## src/rtl/if_prefetch_unit_pkg.sv

```systemverilog
`default_nettype none
// Shared types and constants for the instruction prefetch unit and its queue.
package if_prefetch_unit_pkg;

  localparam int INSTR_W = 32;
  localparam int ADDR_W  = 32;
  localparam logic [INSTR_W-1:0] NOP_INSTR = 32'h0;

  typedef enum logic [1:0] {
    ST_IDLE = 2'd0,
    ST_REQ  = 2'd1,
    ST_WAIT = 2'd2,
    ST_DROP = 2'd3
  } fetch_state_e;

  typedef struct packed {
    logic [INSTR_W-1:0] instr;
    logic [ADDR_W-1:0]  pc_plus4;
  } fetch_entry_t;

endpackage
`default_nettype wire

```

## src/rtl/if_prefetch_unit_fetch_fifo.sv

```systemverilog
`default_nettype none
// Prefetch queue: synchronous FIFO of {instruction, PC+4} entries.
// Flush overrides push and pop; the head reads as a NOP with zero PC+4 when empty.
module if_prefetch_unit_fetch_fifo
  import if_prefetch_unit_pkg::*;
#(
  parameter int DEPTH = 4
) (
  input  logic                    clk_i,
  input  logic                    rst_i,
  input  logic                    push_i,
  input  logic                    pop_i,
  input  logic                    flush_i,
  input  fetch_entry_t            data_i,
  output fetch_entry_t            head_o,
  output logic [$clog2(DEPTH):0]  count_o
);

  localparam int AW = $clog2(DEPTH);
  localparam int CW = AW + 1;
  localparam logic [CW-1:0] FULL_C = CW'(DEPTH);

  fetch_entry_t  mem_q [DEPTH];
  logic [AW-1:0] wr_ptr_q, wr_ptr_d;
  logic [AW-1:0] rd_ptr_q, rd_ptr_d;
  logic [CW-1:0] count_q, count_d;
  logic          do_push, do_pop;

  always_comb begin
    do_push  = push_i & (count_q != FULL_C) & ~flush_i;
    do_pop   = pop_i & (count_q != '0) & ~flush_i;
    wr_ptr_d = wr_ptr_q + AW'(do_push);
    rd_ptr_d = rd_ptr_q + AW'(do_pop);
    count_d  = count_q + CW'(do_push) - CW'(do_pop);
    if (flush_i) begin
      wr_ptr_d = '0;
      rd_ptr_d = '0;
      count_d  = '0;
    end
  end

  always_ff @(posedge clk_i or negedge rst_i) begin
    if (!rst_i) begin
      wr_ptr_q <= '0;
      rd_ptr_q <= '0;
      count_q  <= '0;
      for (int i = 0; i < DEPTH; i++) begin
        mem_q[i] <= '0;
      end
    end else begin
      wr_ptr_q <= wr_ptr_d;
      rd_ptr_q <= rd_ptr_d;
      count_q  <= count_d;
      if (do_push) begin
        mem_q[wr_ptr_q] <= data_i;
      end
    end
  end

  assign head_o  = (count_q != '0) ? mem_q[rd_ptr_q]
                                   : '{instr: NOP_INSTR, pc_plus4: '0};
  assign count_o = count_q;

endmodule
`default_nettype wire

```

## src/rtl/if_prefetch_unit.sv

```systemverilog
`default_nettype none
// Instruction-fetch front end: owns the PC, keeps one fetch in flight to a
// handshaked memory, and queues {instr, PC+4} for the decode stage.
module if_prefetch_unit
  import if_prefetch_unit_pkg::*;
#(
  parameter int          DEPTH    = 4,
  parameter logic [31:0] RESET_PC = 32'h0000_0000
) (
  input  logic                    clk_i,
  input  logic                    rst_i,
  input  logic                    redirect_i,
  input  logic [ADDR_W-1:0]       redirect_pc_i,
  output logic                    imem_req_o,
  output logic [ADDR_W-1:0]       imem_addr_o,
  input  logic                    imem_ready_i,
  input  logic                    imem_rvalid_i,
  input  logic [INSTR_W-1:0]      imem_rdata_i,
  output logic                    out_valid_o,
  output logic [INSTR_W-1:0]      out_instr_o,
  output logic [ADDR_W-1:0]       out_pc_plus4_o,
  input  logic                    out_ready_i,
  output logic [$clog2(DEPTH):0]  count_o
);

  localparam int CW = $clog2(DEPTH) + 1;
  localparam logic [CW-1:0] FULL_C = CW'(DEPTH);

  fetch_state_e      state_q, state_d;
  logic [ADDR_W-1:0] fetch_pc_q, fetch_pc_d;
  logic [CW-1:0]     count;
  logic [CW-1:0]     count_after;
  logic              has_space;
  logic              push;
  logic              pop;
  fetch_entry_t      push_entry;
  fetch_entry_t      head;

  assign has_space   = (count < FULL_C);
  assign pop         = out_valid_o & out_ready_i;
  assign count_after = count + CW'(1) - CW'(pop);

  assign push_entry.instr    = imem_rdata_i;
  assign push_entry.pc_plus4 = fetch_pc_q + 32'd4;

  always_comb begin
    state_d    = state_q;
    fetch_pc_d = fetch_pc_q;
    imem_req_o = 1'b0;
    push       = 1'b0;
    case (state_q)
      ST_IDLE: begin
        if (has_space) state_d = ST_REQ;
      end
      ST_REQ: begin
        if (!has_space) begin
          state_d = ST_IDLE;
        end else begin
          imem_req_o = 1'b1;
          if (imem_ready_i) state_d = ST_WAIT;
        end
      end
      ST_WAIT: begin
        if (imem_rvalid_i) begin
          push       = 1'b1;
          fetch_pc_d = fetch_pc_q + 32'd4;
          state_d    = (count_after < FULL_C) ? ST_REQ : ST_IDLE;
        end
      end
      ST_DROP: begin
        if (imem_rvalid_i) state_d = ST_REQ;
      end
      default: state_d = ST_IDLE;
    endcase

    // A redirect wins over everything; any accepted-but-unanswered fetch is stale.
    if (redirect_i) begin
      push       = 1'b0;
      fetch_pc_d = redirect_pc_i & ~32'h3;
      case (state_q)
        ST_REQ:           state_d = (imem_req_o && imem_ready_i) ? ST_DROP : ST_REQ;
        ST_WAIT, ST_DROP: state_d = imem_rvalid_i ? ST_REQ : ST_DROP;
        default:          state_d = ST_REQ;
      endcase
    end
  end

  always_ff @(posedge clk_i or negedge rst_i) begin
    if (!rst_i) begin
      state_q    <= ST_IDLE;
      fetch_pc_q <= RESET_PC;
    end else begin
      state_q    <= state_d;
      fetch_pc_q <= fetch_pc_d;
    end
  end

  if_prefetch_unit_fetch_fifo #(
    .DEPTH (DEPTH)
  ) u_fetch_fifo (
    .clk_i   (clk_i),
    .rst_i   (rst_i),
    .push_i  (push),
    .pop_i   (pop),
    .flush_i (redirect_i),
    .data_i  (push_entry),
    .head_o  (head),
    .count_o (count)
  );

  assign imem_addr_o    = fetch_pc_q;
  assign out_valid_o    = (count != '0) & ~redirect_i;
  assign out_instr_o    = head.instr;
  assign out_pc_plus4_o = head.pc_plus4;
  assign count_o        = count;

endmodule
`default_nettype wire

```

## config.mk

```make
export PLATFORM = sky130hd
export DESIGN_NAME = if_prefetch_unit
export DESIGN_NICKNAME = d
export VERILOG_FILES = /design/src/rtl/if_prefetch_unit_pkg.sv /design/src/rtl/if_prefetch_unit_fetch_fifo.sv /design/src/rtl/if_prefetch_unit.sv
export SDC_FILE = /design/constraint.sdc
export NUM_CORES = 1
export LEC_CHECK = 0
export ABC_AREA = 0
export BUFFER_PORTS_ARGS = -buffer_cell sky130_fd_sc_hd__clkbuf_2
export CAP_MARGIN = 20
export CORE_MARGIN = 2
export CORE_UTILIZATION = 53
export CTS_CLUSTER_DIAMETER = 50
export CTS_CLUSTER_SIZE = 12
export DETAILED_ROUTE_END_ITERATION = 8
export HOLD_SLACK_MARGIN = 0.08
export PLACE_DENSITY_LB_ADDON = 0.15
export REMOVE_ABC_BUFFERS = 1
export SLEW_MARGIN = 0
export SYNTH_ARGS = -nofsm -noshare
export SYNTH_HDL_FRONTEND = slang
export SYNTH_SLANG_ARGS = --single-unit
```

## constraint.sdc

```tcl
create_clock -name clk_i -period 2.66 [get_ports clk_i]
set_input_delay 0.798 -clock clk_i [delete_from_list [all_inputs] [get_ports clk_i]]
set_output_delay 0.798 -clock clk_i [all_outputs]
set_load 0.005 [all_outputs]
```

==> qor.txt <==
Delay-heaviest family, CP: multiplexers
Clock sink count: 287
#FFs+latches synth: 287
CP required: 1.86 ns
Final Setup Violations: 62
Largest net degree at the start of global routing: 70
Tcrit/Tclk final: 1.081
Worst-path clk slew: 0.06 ns
Critical Path, Cell by Cell: buf_6 -> buf_12 -> mux4_2 -> nor2b_1 -> clkbuf_2
Worst Max-Slew Pin Slew: 0.8067 ns
Worst setup margin: -0.2143 ns
Worst Path Max Fanout: 6
Critical path buffers and inverters: 3
FILL cells: 2013
PwrDens: 802.3 nW/um^2
Global-route wire length before repair: 55.01 mm
CTS tree: yes
Finished Layout Cells: 1941
Antenna viol nets, final: 0
P_int: 9.409 mW
CTS H-tree lvls: 2
Max Cap Viol: 0
Post-synth ARST share: 1.000
Clock skew: 0.01657 ns
Mean Syn Cell Area: 9.686 um^2
Synth Flop Type: dfrtp_1
Die Width: 164.9 um
Vias post-DR: 10.66k
DR iter-0 viols: 851
Critical path data arrival time: 2.08 ns
Logic pwr share: 0.263
Final min period: 2.874 ns
Initial core utilization: 0.5419
Synth warn: 0
Area of placed instances: 15250 um^2
Pre-CTS worst setup slack: 0.06731 ns
Sequential power share: 0.397
Clock root cell: clkbuf_16
Clock network power share: 0.339
Startpoint types: flip-flop
RSZ-0062 raised after global routing: true
Die height: 164.9 um
Final Hold Fails: 0
Total gr overflow: 0
Most frequent cells in the layout: nand2_1, dfrtp_1, clkbuf_2
Worst VDD drop: 483.6 uV
Detail Placement HPWL: 21.69 mm
Fmax: 347.9 MHz
Dpl cells: 1870
Most crowded layer after global routing: met2
Max clock buf depth: 3
Type of the worst min-delay path: primary input to asynchronous set/reset pin
I/O pin count: 171
Fin. max-slew vios: 0
Sw Share: 0.2964
Power Total: 13.37 mW
Avg Vias per Cell: 5.491
Slew HR: 0.4622
Crit-path slowest cell: mux4_2
Yosys top cell by area: dfrtp_1
Largest cells by area after synthesis: dfrtp_1, nand2_1, mux4_2, o21ai_0, nor2b_1
Met3 Usage GRT: 0.03817
Seq/Total Area, Yosys: 0.5232
Die Area: 27200 um^2
Area delta synth->final: 21.44%
CP Capture Type: output pin
Layout cells sized above 1: 0.2334
Most common cell after layout, fill and taps aside: nand2_1
Post-route cell area: 16670 um^2
Synth top area share: 0.5232
Residual DRC: 0
Post-Route WL: 35.05 mm
Pre-antenna DRT Iters: 5
M1 GR Usage: 0.3745
Synth cell types: 46
Worst skew pair latency: 0.51 ns
Synthesized area: 13730 um^2
NetSw: 3.963 mW
Num CTS Buffers: 34
Crit Path Class: flip-flop to output pin
Final net count: 1671
Vias in the first global route: 10.51k
Failing checks: negative setup slack
EDFF count, synth: 0
N_diodes: 0
Max incr delay on CP: 0.52 ns
Hold_buf cts: 0
DR WL/cell: 18.06 um
GRT Util Overall: 0.2584
Core ar.: 25330 um^2
Outcome: finished, violations left
Antenna violations before repair: 0
FP Rows: 58
Post-Synthesis Cells: 1417
Leakage power: 8.024 nW
IO Port Bufs: 164
Met2 Resource Use GR: 0.4091
RePlAce Congestion: 0.8516
cell families after synthesis:
family                     after synthesis  share of synthesized area
AOI/OAI and AO/OA                      152                    0.05716
xor gates and xnor gates                61                    0.03892
adders and majority gates               11                    0.01057
buffers and inverters                  111                    0.03318
DFF                                    287                     0.5232
muxes                                   70                     0.1080
other                                    1                  0.0002732
and+or+nand+nor                        724                     0.2286
synth_stat cells (3+ instances only):
| cell | instances |
|---|---|
| nor3b_2 | 3 |
| nor3_1 | 12 |
| mux2_2 | 5 |
| xor2_1 | 21 |
| nor2_1 | 25 |
| o21ai_0 | 131 |
| dfrtp_1 | 287 |
| mux4_2 | 62 |
| buf_4 | 6 |
| and3_1 | 3 |
| nand4_1 | 7 |
| o21ai_1 | 11 |
| buf_2 | 12 |
| xnor2_1 | 40 |
| nor2b_1 | 68 |
| nand2_1 | 555 |
| ha_1 | 10 |
| nand3_1 | 26 |
| inv_1 | 12 |
| nor4_2 | 3 |
| and4_1 | 4 |
| mux2i_1 | 3 |
| clkbuf_1 | 79 |
worst paths after layout:
kind	start	endpoint	slack, ns	cells past startpoint
worst max-delay path	u_fetch_fifo.rd_ptr_q[0]	out_instr_o[29]	-0.21	5
worst min-delay path	rst_i	u_fetch_fifo.mem_q[161]	0.23	1
worst max register to register	imem_addr_o[2]	u_fetch_fifo.mem_q[158]	0.18	7
worst min register to register	u_fetch_fifo.mem_q[114]	u_fetch_fifo.mem_q[114]	0.47	2
max in group asynchronous	rst_i	imem_addr_o[6]	1.75	2
min in group clk_i	u_fetch_fifo.mem_q[114]	u_fetch_fifo.mem_q[114]	0.47	2
registers in the layout (all words and copies together), names as in the netlist:
register / count
u_fetch_fifo.mem_q: 248
state_q: 2
u_fetch_fifo.count_o: 3
u_fetch_fifo.wr_ptr_q: 2
u_fetch_fifo.rd_ptr_q: 2
imem_addr_o: 30
metrics by stage:
step | hold WS [ns] | util | TNS (ns)
after floorplan | 0.4403 | - | -284.26
after global placement | 0.4525 | 0.6022 | 0
after detailed placement | 0.4576 | 0.6022 | 0
after CTS | 0.2491 | 0.6469 | -10.82
after global routing | 0.2654 | 0.6581 | -14.53
final | 0.2260 | 0.6581 | -11.10
what timing repair did:
action | CTS | global route
setup buffers | 3 | 5
resized for setup | 5 | 27
endpoints found under the setup margin | 63 | 62
gates cloned | 0 | 7
cell type report:
| class | count | area, um^2 | area share |
|---|---|---|---|
| clock inverters | 10 | 95.09 | 0.005705 |
| well taps | 330 | 412.9 | 0.02477 |
| multi-input cells | 1022 | 6217 | 0.3730 |
| clock buffers | 47 | 993.5 | 0.05960 |
| inverters | 12 | 45.04 | 0.002702 |
| flip-flops and latches | 287 | 7189 | 0.4313 |
| repair buffers | 233 | 1715 | 0.1029 |
metal layers:
metal | vias to the layer above | part of all wire
li1 | 5010 | -
met1 | 5234 | 0.46
met2 | 353 | 0.46
met3 | 61 | 0.063
met4 | 0 | 0.021
met5 | - | 0
power groups by stage:
stage	sequential (mW)	combinational [mW]	clock [mW]
after floorplan	5.37	1.72	0
after global placement	5.34	3.16	0
after detailed placement	5.36	3.22	0
after CTS	5.31	3.27	4.62
after global routing	5.38	3.87	4.80
final	5.31	3.52	4.54
Power figures use the tool's default switching activity.
